==> src/rtl/id_ex_skid_reg_if.sv <==
// Handshake and payload bundle between the decode stage, the ID/EX skid register and the execute stage.
// The slave modport is the register's view. The master modport is the view of the decode/execute side.
interface id_ex_skid_reg_if #(
  parameter int DATA_W     = 32,
  parameter int REG_ADDR_W = 5,
  parameter int WB_W       = 2,
  parameter int MEM_W      = 3,
  parameter int ALUOP_W    = 2
);
  logic                  in_valid;
  logic                  in_ready;
  logic [WB_W-1:0]       wb_in;
  logic [MEM_W-1:0]      mem_in;
  logic [ALUOP_W+1:0]    ex_in;
  logic [DATA_W-1:0]     pc_in;
  logic [DATA_W-1:0]     rs_data_in;
  logic [DATA_W-1:0]     rt_data_in;
  logic [DATA_W-1:0]     imm_in;
  logic [REG_ADDR_W-1:0] rt_addr_in;
  logic [REG_ADDR_W-1:0] rd_addr_in;

  logic                  out_valid;
  logic                  out_ready;
  logic [WB_W-1:0]       wb_out;
  logic [MEM_W-1:0]      mem_out;
  logic                  alu_src;
  logic [ALUOP_W-1:0]    alu_op;
  logic                  reg_dst;
  logic [DATA_W-1:0]     pc_out;
  logic [DATA_W-1:0]     rs_data_out;
  logic [DATA_W-1:0]     rt_data_out;
  logic [DATA_W-1:0]     imm_out;
  logic [REG_ADDR_W-1:0] rt_addr_out;
  logic [REG_ADDR_W-1:0] rd_addr_out;

  modport slave (
    input  in_valid, wb_in, mem_in, ex_in, pc_in, rs_data_in, rt_data_in, imm_in,
           rt_addr_in, rd_addr_in, out_ready,
    output in_ready, out_valid, wb_out, mem_out, alu_src, alu_op, reg_dst, pc_out,
           rs_data_out, rt_data_out, imm_out, rt_addr_out, rd_addr_out
  );

  modport master (
    output in_valid, wb_in, mem_in, ex_in, pc_in, rs_data_in, rt_data_in, imm_in,
           rt_addr_in, rd_addr_in, out_ready,
    input  in_ready, out_valid, wb_out, mem_out, alu_src, alu_op, reg_dst, pc_out,
           rs_data_out, rt_data_out, imm_out, rt_addr_out, rd_addr_out
  );
endinterface

==> src/rtl/id_ex_skid_reg.sv <==
// ID/EX pipeline register built as a 2-entry skid buffer with flush and a saturating backpressure counter.
// Every output is driven straight from a register bit. in_ready depends only on held state.
module id_ex_skid_reg #(
  parameter int DATA_W     = 32,
  parameter int REG_ADDR_W = 5,
  parameter int WB_W       = 2,
  parameter int MEM_W      = 3,
  parameter int ALUOP_W    = 2,
  parameter int CNT_W      = 16
) (
  input  logic               i_clock,
  input  logic               i_reset,
  input  logic               i_flush,
  id_ex_skid_reg_if.slave    bus,
  output logic [CNT_W-1:0]   o_stall_count
);

  localparam int CTL_W = WB_W + MEM_W + ALUOP_W + 2;
  localparam int DAT_W = 4 * DATA_W + 2 * REG_ADDR_W;

  localparam logic [1:0] ST_EMPTY = 2'b00;
  localparam logic [1:0] ST_ONE   = 2'b10;
  localparam logic [1:0] ST_FULL  = 2'b11;

  localparam logic [CNT_W-1:0] CNT_MAX = {CNT_W{1'b1}};
  localparam logic [CNT_W-1:0] CNT_ONE = {{(CNT_W-1){1'b0}}, 1'b1};

  logic             r_main_v;
  logic             r_skid_v;
  logic [CTL_W-1:0] r_main_ctl;
  logic [CTL_W-1:0] r_skid_ctl;
  logic [DAT_W-1:0] r_main_dat;
  logic [DAT_W-1:0] r_skid_dat;
  logic [CNT_W-1:0] r_stall;

  logic [CTL_W-1:0] w_in_ctl;
  logic [DAT_W-1:0] w_in_dat;
  logic             w_accept;
  logic             w_drain;
  logic [1:0]       w_state;

  assign w_in_ctl = {bus.wb_in, bus.mem_in, bus.ex_in};
  assign w_in_dat = {bus.pc_in, bus.rs_data_in, bus.rt_data_in, bus.imm_in,
                     bus.rt_addr_in, bus.rd_addr_in};
  assign w_accept = bus.in_valid & ~r_skid_v & ~i_flush;
  assign w_drain  = r_main_v & bus.out_ready;
  assign w_state  = {r_main_v, r_skid_v};

  // The main entry's control field is cleared whenever main goes invalid, so bubbles show zero control
  // while the data fields keep their last value.
  always_ff @(posedge i_clock) begin
    if (i_reset) begin
      r_main_v   <= 1'b0;
      r_skid_v   <= 1'b0;
      r_main_ctl <= {CTL_W{1'b0}};
      r_skid_ctl <= {CTL_W{1'b0}};
      r_main_dat <= {DAT_W{1'b0}};
      r_skid_dat <= {DAT_W{1'b0}};
    end else if (i_flush) begin
      r_main_v   <= 1'b0;
      r_skid_v   <= 1'b0;
      r_main_ctl <= {CTL_W{1'b0}};
      r_skid_ctl <= {CTL_W{1'b0}};
    end else begin
      case (w_state)
        ST_EMPTY: begin
          if (w_accept) begin
            r_main_v   <= 1'b1;
            r_main_ctl <= w_in_ctl;
            r_main_dat <= w_in_dat;
          end
        end
        ST_ONE: begin
          if (w_accept && w_drain) begin
            r_main_ctl <= w_in_ctl;
            r_main_dat <= w_in_dat;
          end else if (w_accept) begin
            r_skid_v   <= 1'b1;
            r_skid_ctl <= w_in_ctl;
            r_skid_dat <= w_in_dat;
          end else if (w_drain) begin
            r_main_v   <= 1'b0;
            r_main_ctl <= {CTL_W{1'b0}};
          end
        end
        ST_FULL: begin
          if (w_drain) begin
            r_main_ctl <= r_skid_ctl;
            r_main_dat <= r_skid_dat;
            r_skid_v   <= 1'b0;
            r_skid_ctl <= {CTL_W{1'b0}};
          end
        end
        default: begin
          r_main_v   <= 1'b0;
          r_skid_v   <= 1'b0;
          r_main_ctl <= {CTL_W{1'b0}};
          r_skid_ctl <= {CTL_W{1'b0}};
        end
      endcase
    end
  end

  // A flush cycle is not counted as a stall cycle.
  always_ff @(posedge i_clock) begin
    if (i_reset) begin
      r_stall <= {CNT_W{1'b0}};
    end else if (!i_flush && r_main_v && !bus.out_ready && (r_stall != CNT_MAX)) begin
      r_stall <= r_stall + CNT_ONE;
    end else begin
      r_stall <= r_stall;
    end
  end

  assign bus.in_ready  = ~r_skid_v;
  assign bus.out_valid = r_main_v;
  assign {bus.wb_out, bus.mem_out, bus.reg_dst, bus.alu_op, bus.alu_src} = r_main_ctl;
  assign {bus.pc_out, bus.rs_data_out, bus.rt_data_out, bus.imm_out,
          bus.rt_addr_out, bus.rd_addr_out} = r_main_dat;
  assign o_stall_count = r_stall;

endmodule

==> src/flat_wrapper.sv <==
// flat-port wrapper written by rule: the top's interface ports become plain ports
module id_ex_skid_reg_flat 
#(
  parameter int DATA_W     = 32,
  parameter int REG_ADDR_W = 5,
  parameter int WB_W       = 2,
  parameter int MEM_W      = 3,
  parameter int ALUOP_W    = 2,
  parameter int CNT_W      = 16
)
  (i_clock, i_reset, i_flush, o_stall_count, bus_in_valid, bus_wb_in, bus_mem_in, bus_ex_in, bus_pc_in, bus_rs_data_in, bus_rt_data_in, bus_imm_in, bus_rt_addr_in, bus_rd_addr_in, bus_out_ready, bus_in_ready, bus_out_valid, bus_wb_out, bus_mem_out, bus_alu_src, bus_alu_op, bus_reg_dst, bus_pc_out, bus_rs_data_out, bus_rt_data_out, bus_imm_out, bus_rt_addr_out, bus_rd_addr_out);
  id_ex_skid_reg_if #(.DATA_W(DATA_W), .REG_ADDR_W(REG_ADDR_W), .WB_W(WB_W), .MEM_W(MEM_W), .ALUOP_W(ALUOP_W)) bus_i ();
  input  logic i_clock;
  input  logic i_reset;
  input  logic i_flush;
  output logic [CNT_W-1:0] o_stall_count;
  input wire logic [$bits(bus_i.in_valid)-1:0] bus_in_valid;
  input wire logic [$bits(bus_i.wb_in)-1:0] bus_wb_in;
  input wire logic [$bits(bus_i.mem_in)-1:0] bus_mem_in;
  input wire logic [$bits(bus_i.ex_in)-1:0] bus_ex_in;
  input wire logic [$bits(bus_i.pc_in)-1:0] bus_pc_in;
  input wire logic [$bits(bus_i.rs_data_in)-1:0] bus_rs_data_in;
  input wire logic [$bits(bus_i.rt_data_in)-1:0] bus_rt_data_in;
  input wire logic [$bits(bus_i.imm_in)-1:0] bus_imm_in;
  input wire logic [$bits(bus_i.rt_addr_in)-1:0] bus_rt_addr_in;
  input wire logic [$bits(bus_i.rd_addr_in)-1:0] bus_rd_addr_in;
  input wire logic [$bits(bus_i.out_ready)-1:0] bus_out_ready;
  output wire logic [$bits(bus_i.in_ready)-1:0] bus_in_ready;
  output wire logic [$bits(bus_i.out_valid)-1:0] bus_out_valid;
  output wire logic [$bits(bus_i.wb_out)-1:0] bus_wb_out;
  output wire logic [$bits(bus_i.mem_out)-1:0] bus_mem_out;
  output wire logic [$bits(bus_i.alu_src)-1:0] bus_alu_src;
  output wire logic [$bits(bus_i.alu_op)-1:0] bus_alu_op;
  output wire logic [$bits(bus_i.reg_dst)-1:0] bus_reg_dst;
  output wire logic [$bits(bus_i.pc_out)-1:0] bus_pc_out;
  output wire logic [$bits(bus_i.rs_data_out)-1:0] bus_rs_data_out;
  output wire logic [$bits(bus_i.rt_data_out)-1:0] bus_rt_data_out;
  output wire logic [$bits(bus_i.imm_out)-1:0] bus_imm_out;
  output wire logic [$bits(bus_i.rt_addr_out)-1:0] bus_rt_addr_out;
  output wire logic [$bits(bus_i.rd_addr_out)-1:0] bus_rd_addr_out;
  assign bus_i.in_valid = bus_in_valid;
  assign bus_i.wb_in = bus_wb_in;
  assign bus_i.mem_in = bus_mem_in;
  assign bus_i.ex_in = bus_ex_in;
  assign bus_i.pc_in = bus_pc_in;
  assign bus_i.rs_data_in = bus_rs_data_in;
  assign bus_i.rt_data_in = bus_rt_data_in;
  assign bus_i.imm_in = bus_imm_in;
  assign bus_i.rt_addr_in = bus_rt_addr_in;
  assign bus_i.rd_addr_in = bus_rd_addr_in;
  assign bus_i.out_ready = bus_out_ready;
  assign bus_in_ready = bus_i.in_ready;
  assign bus_out_valid = bus_i.out_valid;
  assign bus_wb_out = bus_i.wb_out;
  assign bus_mem_out = bus_i.mem_out;
  assign bus_alu_src = bus_i.alu_src;
  assign bus_alu_op = bus_i.alu_op;
  assign bus_reg_dst = bus_i.reg_dst;
  assign bus_pc_out = bus_i.pc_out;
  assign bus_rs_data_out = bus_i.rs_data_out;
  assign bus_rt_data_out = bus_i.rt_data_out;
  assign bus_imm_out = bus_i.imm_out;
  assign bus_rt_addr_out = bus_i.rt_addr_out;
  assign bus_rd_addr_out = bus_i.rd_addr_out;
  id_ex_skid_reg #(.DATA_W(DATA_W), .REG_ADDR_W(REG_ADDR_W), .WB_W(WB_W), .MEM_W(MEM_W), .ALUOP_W(ALUOP_W), .CNT_W(CNT_W)) u_core (.i_clock(i_clock), .i_reset(i_reset), .i_flush(i_flush), .bus(bus_i), .o_stall_count(o_stall_count));
endmodule
==> config.mk <==
export PLATFORM = sky130hd
export DESIGN_NAME = id_ex_skid_reg_flat
export DESIGN_NICKNAME = d
export VERILOG_FILES = /design/src/rtl/id_ex_skid_reg_if.sv /design/src/rtl/id_ex_skid_reg.sv /design/src/flat_wrapper.sv
export SDC_FILE = /design/constraint.sdc
export NUM_CORES = 1
export LEC_CHECK = 0
export CAP_MARGIN = 40
export CORE_UTILIZATION = 49
export DETAILED_ROUTE_END_ITERATION = 10
export GPL_ROUTABILITY_DRIVEN = 0
export MAX_ROUTING_LAYER = met4
export PLACE_DENSITY_LB_ADDON = 0.05
export SLEW_MARGIN = 5
export SYNTH_ARGS = -nofsm -noshare
export SYNTH_HDL_FRONTEND = slang
export SYNTH_SLANG_ARGS = --single-unit
export TNS_END_PERCENT = 10
==> constraint.sdc <==
create_clock -name i_clock -period 2.09 [get_ports i_clock]
set_clock_uncertainty 0.1 [all_clocks]
set_input_delay 0.209 -clock i_clock [delete_from_list [all_inputs] [get_ports i_clock]]
set_output_delay 0.209 -clock i_clock [all_outputs]
set_load 0.05 [all_outputs]
# Word level (Yosys, flattened, before mapping)
# Cells that the tools add are included.
# word_totals
reg_bits	312
inputBits	152
word_cells	61
# op_classes
addsub	1
eq_ne	12
n_mux	19
n_bitwise	8
reduce_logical	14
# ops
cell	count
two-way mux 138 bit	3
case mux 138 bit (3 select lines)	1
two-way mux 9 bit	6
case mux 9 bit (3 select lines)	2
adder 16 x 1 -> 16 bit (second input constant)	1
!= test 16 bit (second input constant)	1
AND reduction 4 bit	3
!= test 2 x 1 -> 1 bit (second input constant)	5
AND reduction 5 bit	2
case mux 1 bit (3 select lines)	2
two-way mux 1 bit	5
inverter 1 bit	5
== test 2 bit (second input constant)	2
logical AND 1 bit	4
!= test 2 bit (second input constant)	2
bitwise AND 1 bit	3
!= test 3 x 1 -> 1 bit (second input constant)	1
!= test 3 bit (second input constant)	1
nonzero test 3 bit	1
zero test 1 bit	2
zero test 2 bit	1
OR reduction 2 bit	1

# Longest topological paths before layout
# Gate-level depths: netlist of the first run.
# depth
depth_word	6
mapped_depth	8
ltp_nobuf	5

# Worst setup path before layout of the first run
# No wires, ideal clock.
# synth_path
kind	reg-to-reg
start	register u_core.r_main_v, in the netlist u_core.bus.out_valid
end	register u_core.r_stall[13], in the netlist u_core.o_stall_count[13]
arrival_ns	2.063
slack_ns	-0.144
path_stages_with_launch	6
path_buffers	1
period_less_slack_ns	2.234
path_cell_list	dfxtp_1 > buf_4 > nor3b_2 > o211ai_1 > or4b_1 > a21oi_1
# synth_between
elab_chain_cells	3
# synth_rtl
item	line	text
from (decl)	id_ex_skid_reg.sv:28	logic r_main_v;
from (signal assigned)	id_ex_skid_reg.sv:53	r_main_v <= 1'b0;
from (signal assigned)	id_ex_skid_reg.sv:60	r_main_v <= 1'b0;
from (signal assigned)	id_ex_skid_reg.sv:68	r_main_v <= 1'b1;
logical AND 1 bit (3 in series)	id_ex_skid_reg.sv:108	end else if (!i_flush && r_main_v && !bus.out_ready && (r_stall != CNT_MAX)) begin
to (signal assigned)	id_ex_skid_reg.sv:107	r_stall <= {CNT_W{1'b0}};
to (signal assigned)	id_ex_skid_reg.sv:109	r_stall <= r_stall + CNT_ONE;
to (signal assigned)	id_ex_skid_reg.sv:111	r_stall <= r_stall;
to (decl)	id_ex_skid_reg.sv:34	logic [CNT_W-1:0] r_stall;
# Every way passes these cells.
# A chain may end at the register's enable or synchronous reset.

# Worst setup path in the final report of the first run
# layout_path
start	register u_core.r_stall[11], in the netlist u_core.o_stall_count[11]
end	output o_stall_count[11]
# layout_rtl
item	line	text
to (decl)	flat_wrapper.sv:16	output logic [CNT_W-1:0] o_stall_count;
# No word-level cell between the ends.

==> results of run 1 <==
-- area by class of cell --
cell class | count | share of cell area [%]
timing repair buffer | 381 | 23.5
antenna | 2 | 0.0292
clock inverter | 4 | 0.139
clock buffer | 53 | 6.02
inverter | 5 | 0.109
multi-input combinational | 1111 | 31.4
sequential | 312 | 36.4
tap | 324 | 2.36
-- power by group --
| group | leakage (nW) | total (W) | switching, W | internal, W |
|---|---|---|---|---|
| logic | 3.06 | 0.00207 | 0.00125 | 0.000817 |
| registers | 2.54 | 0.00629 | 0.000125 | 0.00617 |
| clock network | 0.523 | 0.00570 | 0.00232 | 0.00338 |
| total | 6.13 | 0.0141 | 0.00370 | 0.0104 |
-- through the flow --
step	hold WS (ns)	setup slack [ns]	utilization (%)
after floorplan	0.245	0.0226	-
after global placement	0.338	-0.0740	66.0
after detailed placement	0.346	-0.121	66.0
after CTS	0.166	0.0140	70.3
after global routing	0.176	0.00377	70.4
final	0.178	0.0280	70.4
-- timing repair --
action	in CTS	in global routing
pin swaps	0	0
gates resized for setup	5	3
hold buffers	1	0
endpoints found under the hold margin	25	0
endpoints found under the setup margin	5	10
-- cells by family after synthesis --
logic type               Yosys count  share of synthesized area [%]
AND/OR/NAND/NOR                  773                           24.9
AO/OA/AOI/OAI                    334                           18.7
flip-flops                       312                           51.2
buffers and inverters            136                           4.84
multiplexers                       3                          0.267
adder cells (fa/ha/maj)            1                          0.103
-- state kept, by name (all words and copies together) (netlist names) --
| register | flops |
|---|---|
| u_core.r_skid_dat | 138 |
| u_core.bus.out_valid | 1 |
| u_core.r_main_ctl | 9 |
| u_core.r_main_dat | 138 |
| u_core.o_stall_count | 16 |
| u_core.r_skid_ctl | 9 |
| u_core.r_skid_v | 1 |
-- worst min-delay path by stage --
stage                                                  from                             endpoint  slack (ns)
after detailed placement  u_core.r_main_ctl[6]$_SDFFE_PP0P_    u_core.r_main_ctl[6]$_SDFFE_PP0P_        0.35
after CTS                                 bus_rt_data_in[1]   u_core.r_skid_dat[43]$_SDFFE_PP0P_        0.17
after floorplan                           bus_rd_addr_in[0]    u_core.r_skid_dat[0]$_SDFFE_PP0P_        0.24
final                                         bus_pc_in[29]  u_core.r_skid_dat[135]$_SDFFE_PP0P_        0.18
after global placement    u_core.r_main_ctl[2]$_SDFFE_PP0P_    u_core.r_main_ctl[2]$_SDFFE_PP0P_        0.34
after global routing                     bus_rt_data_in[20]   u_core.r_skid_dat[62]$_SDFFE_PP0P_        0.18
-- worst reg2reg max path, delay by kind of cell (launching register included) --
kind	cells	cell delay (ns)
buf+inv	2	0.39
simple gates	3	0.82
compound gates	1	0.13
flops	1	0.41
-- cells in the final DEF, fill, tap and decap left out, types with 9 or more instances in the layout --
cell / count
nand2_1: 566
clkdlybuf4s50_1: 307
dfxtp_1: 307
nor2_1: 156
a21oi_1: 149
a311oi_1: 139
clkbuf_16: 35
buf_4: 35
buf_12: 30
a22oi_1: 19
clkbuf_8: 10
o21ai_1: 9
o21ai_0: 9
clkbuf_1: 9
-- routing by layer --
metal	vias to the layer above	GRT usage (%)	part of all wire, %
met5	-	-	0
met4	0	10.7	2.9
met3	71	5.69	7.4
met2	398	42.6	46
met1	5529	34.8	43
li1	5874	-	-
==> results.md, run 1 <==
- Status: finished, final reports clean
- DR WL/cell: 15.8 µm
- Vias after detailed routing: 11900
- IO Count: 317
- Ys flop type: dfxtp_1
- Starting DRT DRC Count: 1000
- Global-route wire length before repair: 56000 µm
- P_leak: 6.13 nW
- Endpoints failing hold: 0
- Area grow syn2layout: 40.7%
- Ys async rst share: 0%
- Max-slew violations: 0
- Die Width: 160 µm
- Total design power: 0.0141 W
- Initial Util: 50.0%
- # setup viols final: 0
- Critical path fanouts, max: 5
- CP startpoint kind: flip-flop
- Maximum number of pins on one net before global-route repair: 186
- Critical Path RT: 1.78 ns
- Core area: 24400 µm²
- Final WL: 34600 µm
- Std cell rows: 57
- Crit-path max cell delay: 0.84 ns
- Setup Total Neg Slack: 0 ns
- Count leader, synth: nand2_1
- Overflow after GRT: 0
- CP Data Arrival Time: 1.75 ns
- Critical path origin: u_core.o_stall_count[11]$_SDFFE_PP0P_
- PD cells: 820 nW/µm²
- # H-tree levels: 2
- Antenna violations before repair: 2
- R2R Path Start: u_core.bus.out_valid$_SDFFE_PP0P_
- Die ar.: 25500 µm²
- Crit path to: o_stall_count[11]
- Syn_nets: 1712
- Worst ir drop on vdd: 645 µV
- Clk slew on worst S/H paths: 0.06 ns
- FF+latch count, synth: 312
- GR Util All Layers: 27.4%
- Slowest-stage cell, CP: clkdlybuf4s50_1
- Yosys warns: 0
- CTS Buf Count: 34
- Nets: 1998
- WS Path Type: flip-flop to output port
- Final non-filler cell total: 2192
- Sequential share of the synthesized area: 51.2%
- Maxcap violations: 0
- Dpl cells: 2132
- R2R Setup Slk: 0.16 ns
- Footprint of the multi-input gates: 5390 µm²
- Filler instances: 1961
- Reg2Reg Depth: 6
- Post-CTS setup buffers: 0
- F_max: 0.485 GHz
- CP top delay family: buffers and inverters
- Worst Setup End Kind: output port
- Die Y: 160 µm
- Distinct cells, synth: 40
- Final ANT Viol Nets: 0
- Post-Syn Area per Cell: 7.82 µm²
- Clk_lat worst skew: 0.51 ns
- Max Buffers Root-to-Sink: 3
- Number of cells on the critical path: 1
- Final min period: 2.06 ns
- Share of cells above drive strength 1: 6.91%
- CTS root buf: clkbuf_16
- Actual slew at the worst max-slew pin: 0.814 ns
- Number of global-route vias before repair: 11000
- CTS tree: yes
- Post-route cell area: 17200 µm²
- Cell Area, Synth: 12200 µm²
- Hold path depth: 3
- DP Area: 16100 µm²
- Synth area leader: dfxtp_1
- Clock sinks: 312
- Unrepaired setup endpoints after global routing: no
- Gate count of the mapped netlist: 1559
- Router iterations before antenna repair: 5
- Dominant cells by area after synthesis: dfxtp_1 (51%), nand2_1 (17%), a311oi_1 (10%)
- Share of the synthesized area in the top cell type: 51.2%
- Post-synth EDFFs: 0
- Fin crit share: 98.7%
- Relative slew slack: 45.7%
- # DRC: 0
- R2R Path End: u_core.r_skid_dat[112]$_SDFFE_PP0P_
- CP Buf/Inv Count: 1
- Cells along the critical path: clkdlybuf4s50_1
- Commonest cells post-synth: nand2_1 (568), dfxtp_1 (312), nor2_1 (158)
- Drt via density: 5.42
- Post-DP HPWL: 22300 µm
- Worst Hold Class: input pin to flip-flop
- IO Port Bufs: 316
- Register area: 6250 µm²
No activity file was read; power rests on OpenSTA's default activity.
==> run 2, diff against run 1 <==
--- a/config.mk
+++ b/config.mk
@@ -5,12 +5,13 @@
 export SDC_FILE = /design/constraint.sdc
 export NUM_CORES = 1
 export LEC_CHECK = 0
+export ABC_CLOCK_PERIOD_IN_PS = 2090
 export CAP_MARGIN = 40
 export CORE_UTILIZATION = 49
 export DETAILED_ROUTE_END_ITERATION = 10
 export GPL_ROUTABILITY_DRIVEN = 0
 export MAX_ROUTING_LAYER = met4
-export PLACE_DENSITY_LB_ADDON = 0.05
+export PLACE_DENSITY_LB_ADDON = 0.1
 export SLEW_MARGIN = 5
 export SYNTH_ARGS = -nofsm -noshare
 export SYNTH_HDL_FRONTEND = slang
==> results.md, run 2 (same netlist as run 1, synthesis figures left out) <==
- Worst Setup End Kind: flip-flop
- Worst ir drop on vdd: 623 µV (-3.3%)
- Share of cells above drive strength 1: 7.05% (+0.13 points)
- Actual slew at the worst max-slew pin: 0.771 ns (-0.0427 ns)
- Post-DP HPWL: 21800 µm (-2.5%)
- Core area: 24400 µm² (unchanged)
- Initial Util: 50.0% (unchanged)
- # DRC: 0 (unchanged)
- Starting DRT DRC Count: 1019 (+1.9%)
- PD cells: 849 nW/µm² (+3.5%)
- Die Y: 160 µm (unchanged)
- Critical Path RT: 2.39 ns (+0.61 ns)
- Die Width: 160 µm (unchanged)
- Clock sinks: 312 (unchanged)
- Drt via density: 5.45 (+0.57%)
- Endpoints failing hold: 0 (unchanged)
- Vias after detailed routing: 11900 (+0.20%)
- Global routing usage on met2: 42.8% (+0.24 points)
- CTS tree: yes
- Router iterations before antenna repair: 5 (unchanged)
- Final ANT Viol Nets: 0 (unchanged)
- Nets: 1989 (-0.45%)
- Clk slew on worst S/H paths: 0.06 ns (about the same)
- Final WL: 34600 µm (-0.16%)
- Max Buffers Root-to-Sink: 3 (unchanged)
- Status: finished, final reports clean
- Unrepaired setup endpoints after global routing: yes
- DR WL/cell: 15.8 µm (+0.20%)
- Relative slew slack: 48.6% (+2.8 points)
- Antenna violations before repair: 1 (-1)
- F_max: 0.490 GHz (+0.99%)
- Dpl ws: -0.146 ns (-0.0259 ns)
- Critical path fanouts, max: 35 (+30)
- IO Count: 317 (unchanged)
- Worst Hold Class: input pin to flip-flop
- WS Path Type: flip-flop to flip-flop
- Clk_lat worst skew: 0.51 ns (about the same)
- # H-tree levels: 2 (unchanged)
- GR Util All Layers: 27.0% (-0.33 points)
- Commonest non-fill, non-tap cell in the layout: nand2_1
- Fin crit share: 97.7% (-0.97 points)
- Number of global-route vias before repair: 10900 (-1.0%)
- Area grow syn2layout: 41.2%
- IO Port Bufs: 316 (unchanged)
- Commonest non-fill, non-tap cells in the layout: nand2_1 (566), dfxtp_1 (306), clkdlybuf4s50_1 (304), nor2_1 (156), a21oi_1 (149)
- CP Data Arrival Time: 2.34 ns (+0.59 ns)
- CTS Buf Count: 34 (unchanged)
- Die ar.: 25500 µm² (unchanged)
- Maximum number of pins on one net before global-route repair: 154 (-17%)
- # setup viols final: 0 (unchanged)
- Maxcap violations: 0 (unchanged)
- Worst Slack Setup Final: 0.0481 ns (+0.0202 ns)
- Final min period: 2.04 ns (-0.0202 ns)
- GR peak layer: met2
- Global-route wire length before repair: 55400 µm (-1.1%)
- Max-slew violations: 0 (unchanged)
- Total design power: 0.0146 W (+3.9%)
- Filler instances: 1979 (+0.92%)
- P_leak: 6.16 nW (+0.50%)
- CP startpoint kind: flip-flop
- Std cell rows: 57 (unchanged)
- Met3 GRT Util: 5.22% (-0.47 points)
- Grt met1 use: 33.9% (-0.91 points)
- CTS root buf: clkbuf_16
- Overflow after GRT: 0 (unchanged)
==> run 2: cell types whose count changed in the layout (fill, tap and decap cells not counted), moves of 3 or more <==
cell / change
clkbuf_1: -5
buf_4: -8
clkdlybuf4s50_1: -3
a311oi_2: +4
a311oi_1: -4
clkbuf_16: +3
buf_12: -5
dlygate4sd2_1: +3
==> run 2: cell type report <==
type | instances | area [µm²] | area share (%)
clock buffer | 52 | 1090 | 6.34
clock inverter | 7 | 93.8 | 0.545
timing repair buffer | 372 | 3940 | 22.9
tap | 324 | 405 | 2.35
multi-input combinational | 1111 | 5420 | 31.4
antenna | 1 | 2.50 | 0.0145
inverter | 5 | 18.8 | 0.109
sequential | 312 | 6260 | 36.3
==> run 2: what timing repair did <==
| action | CTS | global route |
|---|---|---|
| endpoints found under the hold margin | 25 | 0 |
| resized for setup | 8 | 11 |
| buffers inserted | 0 | 3 |
| gates cloned | 0 | 1 |
| hold buffers | 1 | 0 |
| pin swaps | 0 | 1 |
| endpoints found under the setup margin | 8 | 48 |
==> run 2: metrics by stage <==
stage                     std cells  hold slack (ns)   TNS, ns  utilization (%)  instance area (µm²)
after CTS                      2179            0.155         0             70.2                17100
after floorplan                1559            0.245         0                -                12200
after global routing           2184            0.177  -0.00459             70.6                17200
final                          2184            0.176         0             70.6                17200
after global placement         2119            0.341     -6.42             65.4                15900
after detailed placement       2119            0.347    -11.23             65.4                15900
==> run 2: worst paths after layout <==
kind | depth (start not counted) | start | slack [ns] | to
min reg2reg | 2 | u_core.r_main_ctl[7]$_SDFFE_PP0P_ | 0.35 | u_core.r_main_ctl[7]$_SDFFE_PP0P_
max reg2reg | 7 | u_core.bus.out_valid$_SDFFE_PP0P_ | 0.05 | u_core.r_main_dat[125]$_SDFFE_PP0P_
max | 7 | u_core.bus.out_valid$_SDFFE_PP0P_ | 0.05 | u_core.r_main_dat[125]$_SDFFE_PP0P_
min | 3 | bus_pc_in[26] | 0.18 | u_core.r_skid_dat[132]$_SDFFE_PP0P_
==> run 2: metal layers <==
layer	part of all wire, %	up-vias
met5	0	-
met4	3.7	0
met2	47	425
li1	-	5854
met1	43	5536
met3	6.8	81
==> run 2: worst max-delay path: stages (launching register included) <==
cell and delay [ns]:
dfxtp_4 0.41, inv_1 0.13, a2111oi_4 0.35, buf_4 0.20
clkbuf_16 0.17, buf_12 0.19, nor2_1 0.06, a311oi_1 0.29
==> run 2: power by group <==
| part | switching (W) | leakage (nW) | total (W) | internal [W] |
|---|---|---|---|---|
| combinational | 0.00127 | 3.03 | 0.00210 | 0.000832 |
| sequential | 0.000130 | 2.54 | 0.00630 | 0.00617 |
| clock | 0.00238 | 0.581 | 0.00622 | 0.00385 |
| total | 0.00377 | 6.16 | 0.0146 | 0.0108 |
==> run 3, diff against run 2 <==
--- a/config.mk
+++ b/config.mk
@@ -8,6 +8,7 @@
 export ABC_CLOCK_PERIOD_IN_PS = 2090
 export CAP_MARGIN = 40
 export CORE_UTILIZATION = 49
+export CTS_CLUSTER_SIZE = 8
 export DETAILED_ROUTE_END_ITERATION = 10
 export GPL_ROUTABILITY_DRIVEN = 0
 export MAX_ROUTING_LAYER = met4
==> results.md, run 3 (same netlist as run 1, synthesis figures left out) <==
- Commonest non-fill, non-tap cells in the layout: nand2_1 (566), dfxtp_1 (306), clkdlybuf4s50_1 (304), nor2_1 (156), a21oi_1 (149)
- Core area: 24400 µm² (unchanged)
- DP Area: 15900 µm² (unchanged)
- Worst Hold Class: input pin to flip-flop
- Die Width: 160 µm (unchanged)
- # H-tree levels: 2 (unchanged)
- F_max: 0.491 GHz (+0.21%)
- Endpoints failing hold: 0 (unchanged)
- Router iterations before antenna repair: 5 (unchanged)
- Initial Util: 50.0% (unchanged)
- Share of cells above drive strength 1: 6.50% (-0.54 points)
- Status: finished, final reports clean
- Actual slew at the worst max-slew pin: 0.785 ns (+0.0140 ns)
- Commonest non-fill, non-tap cell in the layout: nand2_1
- IO Port Bufs: 316 (unchanged)
- CP Data Arrival Time: 2.35 ns (about the same)
- Die ar.: 25500 µm² (unchanged)
- Std cell rows: 57 (unchanged)
- # DRC: 0 (unchanged)
- Nets: 1999 (+0.50%)
- # setup viols final: 0 (unchanged)
- Final WL: 34600 µm (about the same)
- Worst Setup End Kind: flip-flop
- Starting DRT DRC Count: 909 (-11%)
- CTS Buf Count: 44 (+29%)
- Global-route wire length before repair: 55700 µm (+0.54%)
- Clock sinks: 312 (unchanged)
- CTS tree: yes
- CTS root buf: clkbuf_16
- Vias after detailed routing: 11800 (-0.52%)
- Final min period: 2.04 ns (-0.00427 ns)
- PD cells: 844 nW/µm² (-0.59%)
- DR WL/cell: 15.9 µm (+0.58%)
- Antenna violations before repair: 1 (unchanged)
- Overflow after GRT: 0 (unchanged)
- Fin crit share: 97.5% (-0.20 points)
- Clk slew on worst S/H paths: 0.05 ns (about the same)
- Total design power: 0.0145 W (-1.0%)
- Dpl ws: -0.146 ns (unchanged)
- Die Y: 160 µm (unchanged)
- Post-route cell area: 17200 µm² (-0.43%)
- Relative slew slack: 47.6% (-0.93 points)
- Drt via density: 5.45 (+0.12%)
- Post-DP HPWL: 21800 µm (unchanged)
- Clk_lat worst skew: 0.51 ns (about the same)
- Maxcap violations: 0 (unchanged)
- Setup Total Neg Slack: 0 ns (unchanged)
- Worst ir drop on vdd: 701 µV (+12%)
- Worst Slack Setup Final: 0.0524 ns (+0.00427 ns)
- GR Util All Layers: 27.2% (+0.16 points)
- Unrepaired setup endpoints after global routing: no
- Maximum number of pins on one net before global-route repair: 154 (unchanged)
- CP startpoint kind: flip-flop
- Critical path fanouts, max: 35 (unchanged)
- IO Count: 317 (unchanged)
- Max Buffers Root-to-Sink: 3 (unchanged)
- Max-slew violations: 0 (unchanged)
- Area grow syn2layout: 40.6%
- Critical Path RT: 2.40 ns (about the same)
- Number of global-route vias before repair: 11100 (+1.5%)
- Final ANT Viol Nets: 0 (unchanged)
- WS Path Type: flip-flop to flip-flop
- Filler instances: 2012 (+1.7%)
- P_leak: 6.13 nW (-0.44%)
[run 3: cell count changes in the layout (fill, tap and decap cells not counted), sizes merged]
cell,change
bufinv,-2
clkbuf,-7
clkinv,-2
clkinvlp,-2
inv,-1
[run 3: cell type report]
| class | instances | area [µm²] | share of cell area, % |
|---|---|---|---|
| antenna | 1 | 2.50 | 0.0146 |
| clock buffer | 45 | 1130 | 6.57 |
| inverter | 5 | 18.8 | 0.109 |
| multi-input combinational | 1111 | 5410 | 31.5 |
| sequential | 312 | 6260 | 36.5 |
| tap | 324 | 405 | 2.36 |
| timing repair buffer | 372 | 3930 | 22.9 |
[run 3: through the flow]
stage	util, %	hold WS, ns	instances
2_1_floorplan	-	0.245	1559
3_3_place_gp	65.4	0.341	2119
3_5_place_dp	65.4	0.347	2119
4_1_cts	70.0	0.158	2165
5_1_grt	70.3	0.170	2170
6_report	70.3	0.174	2170
[run 3: metal layers]
metal  routed length (µm)  part of all wire (%)  vias up  track usage, %
met5                    0                     0        -               -
met4                 1290                   3.7        0            11.4
met3                 2290                   6.6       85            5.97
met2                16200                    47      399            43.1
met1                14800                    43     5494            33.5
li1                     -                     -     5856               -
[run 3: path summary, 6_finish.rpt]
check	from	end	slack [ns]	depth (start not counted)
max	u_core.bus.out_valid$_SDFFE_PP0P_	u_core.r_main_dat[5]$_SDFFE_PP0P_	0.05	7
min	bus_pc_in[24]	u_core.r_skid_dat[130]$_SDFFE_PP0P_	0.17	3
max reg2reg	u_core.bus.out_valid$_SDFFE_PP0P_	u_core.r_main_dat[5]$_SDFFE_PP0P_	0.05	7
min reg2reg	u_core.r_main_ctl[7]$_SDFFE_PP0P_	u_core.r_main_ctl[7]$_SDFFE_PP0P_	0.35	2
[run 3: timing repair]
item                       4_1_cts  5_1_grt
buffers inserted                 0        3
setup endpoints to repair        8       38
pin swaps                        0        2
hold buffers                     1        0
resized for setup                8        9
cloned                           0        1
hold endpoints to repair        25        0
[run 3: where the power goes]
part           internal [W]  switching (W)  leakage, nW  total [W]
Combinational      0.000829        0.00126         3.03    0.00209
Clock               0.00374        0.00233        0.555    0.00606
Sequential          0.00618       0.000131         2.54    0.00631
[run 3: critical path, stage by stage, from the launching register on]
cell	delay [ns]
dfxtp_4	0.40
inv_1	0.14
a2111oi_4	0.35
buf_4	0.20
buf_12	0.15
buf_12	0.20
nor2_1	0.09
a311oi_2	0.28
